$ cat src/rtl/branch_pred_defs.sv
`default_nettype none
// Shared definitions for the branch predictor: counter encodings and default geometry.
package branch_pred_defs;

  localparam int DEFAULT_IDX_W = 3;
  localparam int PC_W          = 16;

  typedef enum logic [1:0] {
    STRONG_NT = 2'b00,
    WEAK_NT   = 2'b01,
    WEAK_T    = 2'b10,
    STRONG_T  = 2'b11
  } ctr_t;

  // Initial confidence for a freshly allocated entry.
  function automatic ctr_t alloc_state(input logic taken);
    return taken ? WEAK_T : WEAK_NT;
  endfunction

endpackage : branch_pred_defs
`default_nettype wire

$ cat src/rtl/sat_counter_2bit.sv
`default_nettype none
// 2-bit saturating direction counter; load has priority over inc/dec.
module sat_counter_2bit
  import branch_pred_defs::*;
(
  input  logic clk,
  input  logic rst_n,
  input  logic inc,
  input  logic dec,
  input  logic load,
  input  ctr_t load_val,
  output ctr_t count
);

  always_ff @(posedge clk or negedge rst_n) begin
    if (!rst_n) begin
      count <= WEAK_NT;
    end else if (load) begin
      count <= load_val;
    end else if (inc) begin
      if (count != STRONG_T) count <= ctr_t'(count + 2'd1);
    end else if (dec) begin
      if (count != STRONG_NT) count <= ctr_t'(count - 2'd1);
    end
  end

endmodule : sat_counter_2bit
`default_nettype wire

$ cat src/rtl/branch_predictor.sv
`default_nettype none
// Direct-mapped branch target buffer with per-entry 2-bit direction counters.
module branch_predictor
  import branch_pred_defs::*;
#(
  parameter int IDX_W = DEFAULT_IDX_W,
  parameter int TAG_W = 16 - IDX_W - 1
) (
  input  logic        clk,
  input  logic        rst_n,
  input  logic [15:0] PC_curr,
  input  logic        wen,
  input  logic [15:0] update_PC,
  input  logic        actual_taken,
  input  logic [15:0] actual_target,
  output logic        hit,
  output logic        predicted_taken,
  output logic [15:0] predicted_target
);

  localparam int ENTRIES = 2 ** IDX_W;

  logic [ENTRIES-1:0] valid;
  logic [TAG_W-1:0]   tags    [ENTRIES];
  logic [15:0]        targets [ENTRIES];
  ctr_t               ctrs    [ENTRIES];

  logic [IDX_W-1:0] lk_idx;
  logic [TAG_W-1:0] lk_tag;
  logic [IDX_W-1:0] up_idx;
  logic [TAG_W-1:0] up_tag;
  logic             up_hit;
  logic             unused_pc_lsb;

  assign lk_idx = PC_curr[IDX_W:1];
  assign lk_tag = PC_curr[15:IDX_W+1];
  assign up_idx = update_PC[IDX_W:1];
  assign up_tag = update_PC[15:IDX_W+1];
  assign unused_pc_lsb = ^{PC_curr[0], update_PC[0]};

  // Lookup reads the flops directly, so an update in flight is not visible yet.
  assign hit              = valid[lk_idx] && (tags[lk_idx] == lk_tag);
  assign predicted_taken  = hit && ctrs[lk_idx][1];
  assign predicted_target = hit ? targets[lk_idx] : 16'h0000;

  assign up_hit = valid[up_idx] && (tags[up_idx] == up_tag);

  always_ff @(posedge clk or negedge rst_n) begin
    if (!rst_n) begin
      valid <= '0;
      for (int i = 0; i < ENTRIES; i++) begin
        tags[i]    <= '0;
        targets[i] <= '0;
      end
    end else if (wen) begin
      if (!up_hit) begin
        valid[up_idx]   <= 1'b1;
        tags[up_idx]    <= up_tag;
        targets[up_idx] <= actual_target;
      end else if (actual_taken) begin
        targets[up_idx] <= actual_target;
      end
    end
  end

  generate
    for (genvar i = 0; i < ENTRIES; i++) begin : g_entry
      logic sel;
      assign sel = wen && (up_idx == IDX_W'(i));

      sat_counter_2bit u_ctr (
        .clk      (clk),
        .rst_n    (rst_n),
        .inc      (sel && up_hit && actual_taken),
        .dec      (sel && up_hit && !actual_taken),
        .load     (sel && !up_hit),
        .load_val (alloc_state(actual_taken)),
        .count    (ctrs[i])
      );
    end
  endgenerate

endmodule : branch_predictor
`default_nettype wire

$ cat config.mk
export PLATFORM = sky130hd
export DESIGN_NAME = branch_predictor
export DESIGN_NICKNAME = d
export VERILOG_FILES = /design/src/rtl/branch_pred_defs.sv /design/src/rtl/sat_counter_2bit.sv /design/src/rtl/branch_predictor.sv
export SDC_FILE = /design/constraint.sdc
export NUM_CORES = 1
export LEC_CHECK = 0
export CORE_UTILIZATION = 45
export CTS_BUF_LIST = sky130_fd_sc_hd__clkbuf_8
export CTS_CLUSTER_SIZE = 14
export DETAILED_ROUTE_END_ITERATION = 16
export DONT_BUFFER_PORTS = 1
export HOLD_SLACK_MARGIN = 0.02
export REMOVE_ABC_BUFFERS = 1
export SYNTH_ARGS = -nofsm -noshare
export SYNTH_HDL_FRONTEND = slang
export SYNTH_HIERARCHICAL = 1
export SYNTH_SLANG_ARGS = --single-unit
$ cat constraint.sdc
create_clock -name clk -period 8 [get_ports clk]
set_input_delay 0.8 -clock clk [delete_from_list [all_inputs] [get_ports clk]]
set_output_delay 0.8 -clock clk [all_outputs]
set_load 0.03 [all_outputs]
==> results.py <==
metrics = {
    "global_route": {
        "grt_pass1_vias": 19144,
        "global_route_wire_length_before_repair_um": 110100,
        "globalRouteTotalUtil": 0.3186,
        "largest_net_degree_at_the_start_of_global_routing": 241,
        "antenna_found_initial": 0,
        "gr-total-overflow": 0,
    },
    "floorplanning": {
        "num_io_pins": 70,
        "die_x_um": 208.8,
        "core_area_um2": 42040,
        "floorplan.die.height_um": 208.8,
        "start_util": 0.4576,
        "placement_rows": 75,
        "fp.dieArea_um2": 43580,
    },
    "yosys": {
        "synth.distinct_cells": 50,
        "asyncSetResetFlopFracSynth": 1.000,
        "synth-edff-count": 0,
        "area_of_the_mapped_netlist_um2": 19240,
        "synth-seq-area-share": 0.3231,
        "ys_dominant_reg_cell": "sky130_fd_sc_hd__dfrtp_1",
        "synth_largest_area_cell": "sky130_fd_sc_hd__dfrtp_1",
        "synthesis.yosys.warnings": 6,
        "synthesis.instances": 2296,
        "ys_top_cells_by_area": "sky130_fd_sc_hd__dfrtp_1 (31%), sky130_fd_sc_hd__mux4_2 (8.9%), sky130_fd_sc_hd__nand4_1 (7.4%), sky130_fd_sc_hd__nand3_1 (6.0%), sky130_fd_sc_hd__o21ai_0 (5.8%)",
        "total_of_flip_flops_plus_latches_after_synthesis": 248,
        "synth_largest_type_area_fraction": 0.3122,
        "syn-mean-instance-area_um2": 8.379,
    },
    "power": {
        "vdd.ir_drop.worst_uv": 125.4,
        "static-leakage-power_nw": 7.625,
        "power_per_cell_area_nw_per_um2": 232.0,
    },
    "critical_path": {
        "cpPeakStageDelay_ps": 890,
        "crit_path_cell_chain": "mux4_2 -> mux2i_1 -> xor2_1 -> nand4_1 -> or4_1 -> buf_4 -> nor2_1",
        "critical_path.endpoint_type": "output port",
        "number_of_cells_on_the_worst_reg_to_reg_path": 8,
        "critical_path_required_ps": 7200,
        "setup.worst_path.start_class": "register",
        "slowest_stage": "sky130_fd_sc_hd__or4_1",
        "r2r_setup_slack_ps": 3480,
        "setup.worst_path.class": "register to output port",
        "ff_to_ff_start": "tags[3]",
        "highest_net_fanout_along_the_worst_path": 12,
        "launch_point_of_the_worst_path": "tags[16]",
        "critical_path.reg2reg.endpoint": "targets[12]",
        "worst-endpoint-arrival_ps": 4160,
    },
    "clock_tree": {
        "tritoncts": "done",
        "clock_tree.buffer_depth": 3,
        "cts.htree.levels": 2,
        "postCtsResizedCells": 0,
        "cts_made_buffers": 50,
        "postCtsSetupBuffers": 0,
        "clk_transition_reported_paths_ps": 60,
        "cts_sinks": 248,
        "clock_latency_ps": 650,
        "root_buffer": "sky130_fd_sc_hd__clkbuf_8",
    },
    "sta": {
        "final_hold_viol_count": 0,
        "timing_max_transition_violations_final": 0,
        "timing_worst_slew_pin_value_ps": 1407,
        "achievable-frequency_mhz": 201.4,
        "final_min_period_over_clock_period": 0.6206,
        "period_minus_slack_ps": 4965,
        "setup_ws_ps": 3035,
        "max_slew_margin": 0.06168,
        "rsz0062_at_grt": "false",
        "timing.final.setup_violations": 0,
        "post_route_clock_skew_ps": 26.82,
    },
    "routing": {
        "drtPass1Iterations": 5,
        "vias_post_dr": 19135,
        "drcViolationCount": 0,
        "detail_route.wirelength_um": 70530,
        "drt_iter0_drc": 2490,
        "routed_wire_length_per_instance_um": 26.62,
        "post_drt_via_cell_ratio": 7.221,
        "final_antenna_net_count": 0,
    },
    "place": {
        "place_congestion": 0.7880,
        "detailedPlacementHpwl_um": 33230,
        "dpl_worst_slack_ps": 3237,
        "place_area_um2": 18970,
        "io_buffers": 0,
    },
    "flow_run": {
        "max_cap_viol_count": 0,
    },
    "layout": {
        "final_nets": 2132,
        "final_cell_area_um2": 19980,
        "n_fill_cell": 4030,
        "final-seq-area_um2": 6216,
        "multi_input_comb_area_um2": 11790,
        "drive_above_1_share": 0.1085,
        "area.growth.synth_to_final_pct": 3.863,
        "final_core_utilization": 0.4753,
    },
    "hold_path": {
        "hold_path_class": "input port to asynchronous set/reset pin",
    },
    "outcome": {
        "status": "finished clean",
    },
}
-- critical path: cells and delay by family, from the launching register on --
kind / cells / cell delay [ps]
xor+xnor: 1 / 230
simple gates: 3 / 1660
buf+inv: 1 / 350
flops: 1 / 440
mux: 2 / 820
-- layout make-up --
type | instances | area share
inverters | 11 | 0.002066
diodes | 1 | 0.0001252
clock inverters | 19 | 0.003757
multi-input cells | 1738 | 0.5902
clock buffers | 63 | 0.04339
repair buffers | 31 | 0.01565
well taps | 539 | 0.03375
flip-flops and latches | 248 | 0.3111
-- Yosys cell counts, drive strengths merged, types with 3 or more instances --
master   instances
or2b             7
mux2i           41
dfstp            8
buf            110
a31oi          128
a221o            8
a2bb2oi          9
xnor2            9
and3            52
and2            61
mux2             8
o22ai            3
nand2          162
o211ai         129
a2111oi          3
a21oi           16
o31ai            8
nor3             4
o21bai           8
xor2            15
nand3          232
mux4            76
nand2b           3
nand4          229
clkbuf         189
a22oi           98
nor2b          133
o21ai          225
inv             11
nor2            58
dfrtp          240
-- through the flow --
step | cells | total power (W) | TNS (ps) | hold slack [ps]
6_report | 2650 | 0.004636 | 0 | 45.87
3_5_place_dp | 2564 | 0.003265 | 0 | 488.6
3_3_place_gp | 2564 | 0.003217 | 0 | 484.8
4_1_cts | 2648 | 0.004611 | 0 | 273.8
5_1_grt | 2649 | 0.004868 | 0 | 76.76
2_1_floorplan | 1997 | 0.002817 | -389710 | 454.9
-- worst max path at each step --
| stage | to | cells past startpoint |
|---|---|---|
| floorplan | g_entry[4].u_ctr/count[1] | 10 |
| global placement | g_entry[5].u_ctr/count[1] | 11 |
| detailed placement | targets[12] | 8 |
| CTS | predicted_target[15] | 7 |
| global route | predicted_target[15] | 7 |
| finish | predicted_target[15] | 7 |
-- flip-flops by register name, summed over array words and instances, names as in the netlist --
register             count
tags                    96
targets                128
valid                    8
g_entry.u_ctr/count     16
-- routing by layer --
metal  share of wire  vias to the layer above  global-route usage
li1                -                     8315                   -
met1            0.41                     9569              0.4287
met5               0                        -                   0
met4           0.035                        0              0.1329
met3            0.10                      192             0.06477
met2            0.45                     1059              0.4994
-- what timing repair did --
action,4_1_cts,5_1_grt
endpoints found under the setup margin,0,0
endpoints found under the hold margin,240,0
hold buffers,2,0
-- cells in the final DEF (no fill, tap or decap), types with 6 or more instances in the layout --
| cell type | count |
|---|---|
| sky130_fd_sc_hd__and2_1 | 60 |
| sky130_fd_sc_hd__mux4_2 | 76 |
| sky130_fd_sc_hd__nand4_1 | 228 |
| sky130_fd_sc_hd__nand3_1 | 227 |
| sky130_fd_sc_hd__inv_1 | 27 |
| sky130_fd_sc_hd__xnor2_1 | 9 |
| sky130_fd_sc_hd__a221o_1 | 8 |
| sky130_fd_sc_hd__a31oi_1 | 128 |
| sky130_fd_sc_hd__a22oi_1 | 98 |
| sky130_fd_sc_hd__a21oi_1 | 16 |
| sky130_fd_sc_hd__o211ai_1 | 129 |
| sky130_fd_sc_hd__nand2_1 | 157 |
| sky130_fd_sc_hd__dfstp_2 | 8 |
| sky130_fd_sc_hd__a2bb2oi_1 | 9 |
| sky130_fd_sc_hd__nor2b_1 | 132 |
| sky130_fd_sc_hd__mux2i_1 | 41 |
| sky130_fd_sc_hd__clkbuf_8 | 63 |
| sky130_fd_sc_hd__buf_4 | 25 |
| sky130_fd_sc_hd__o21bai_1 | 8 |
| sky130_fd_sc_hd__and3_1 | 52 |
| sky130_fd_sc_hd__nor2_4 | 6 |
| sky130_fd_sc_hd__xor2_1 | 15 |
| sky130_fd_sc_hd__nor2_1 | 43 |
| sky130_fd_sc_hd__mux2_2 | 8 |
| sky130_fd_sc_hd__o31ai_1 | 8 |
| sky130_fd_sc_hd__o21ai_0 | 223 |
| sky130_fd_sc_hd__dfrtp_1 | 240 |
| sky130_fd_sc_hd__nor2_2 | 9 |
| sky130_fd_sc_hd__or2b_2 | 7 |
-- report_power, final --
group	switching, W	leakage [nW]	total (W)	internal, W
sequential	0.000259	2.88	0.00181	0.00156
clock	0.000621	0.550	0.00132	0.000695
combinational	0.000894	4.20	0.00151	0.000611
total	0.00177	7.62	0.00464	0.00286
-- cells by family after synthesis --
kind of cell | Yosys count | synth area share
buf+inv | 310 | 0.07063
flops | 248 | 0.3231
xor+xnor | 24 | 0.01093
simple gates | 946 | 0.2668
mux | 125 | 0.1150
compound gates | 643 | 0.2136
(Power assumes the default switching activity.)
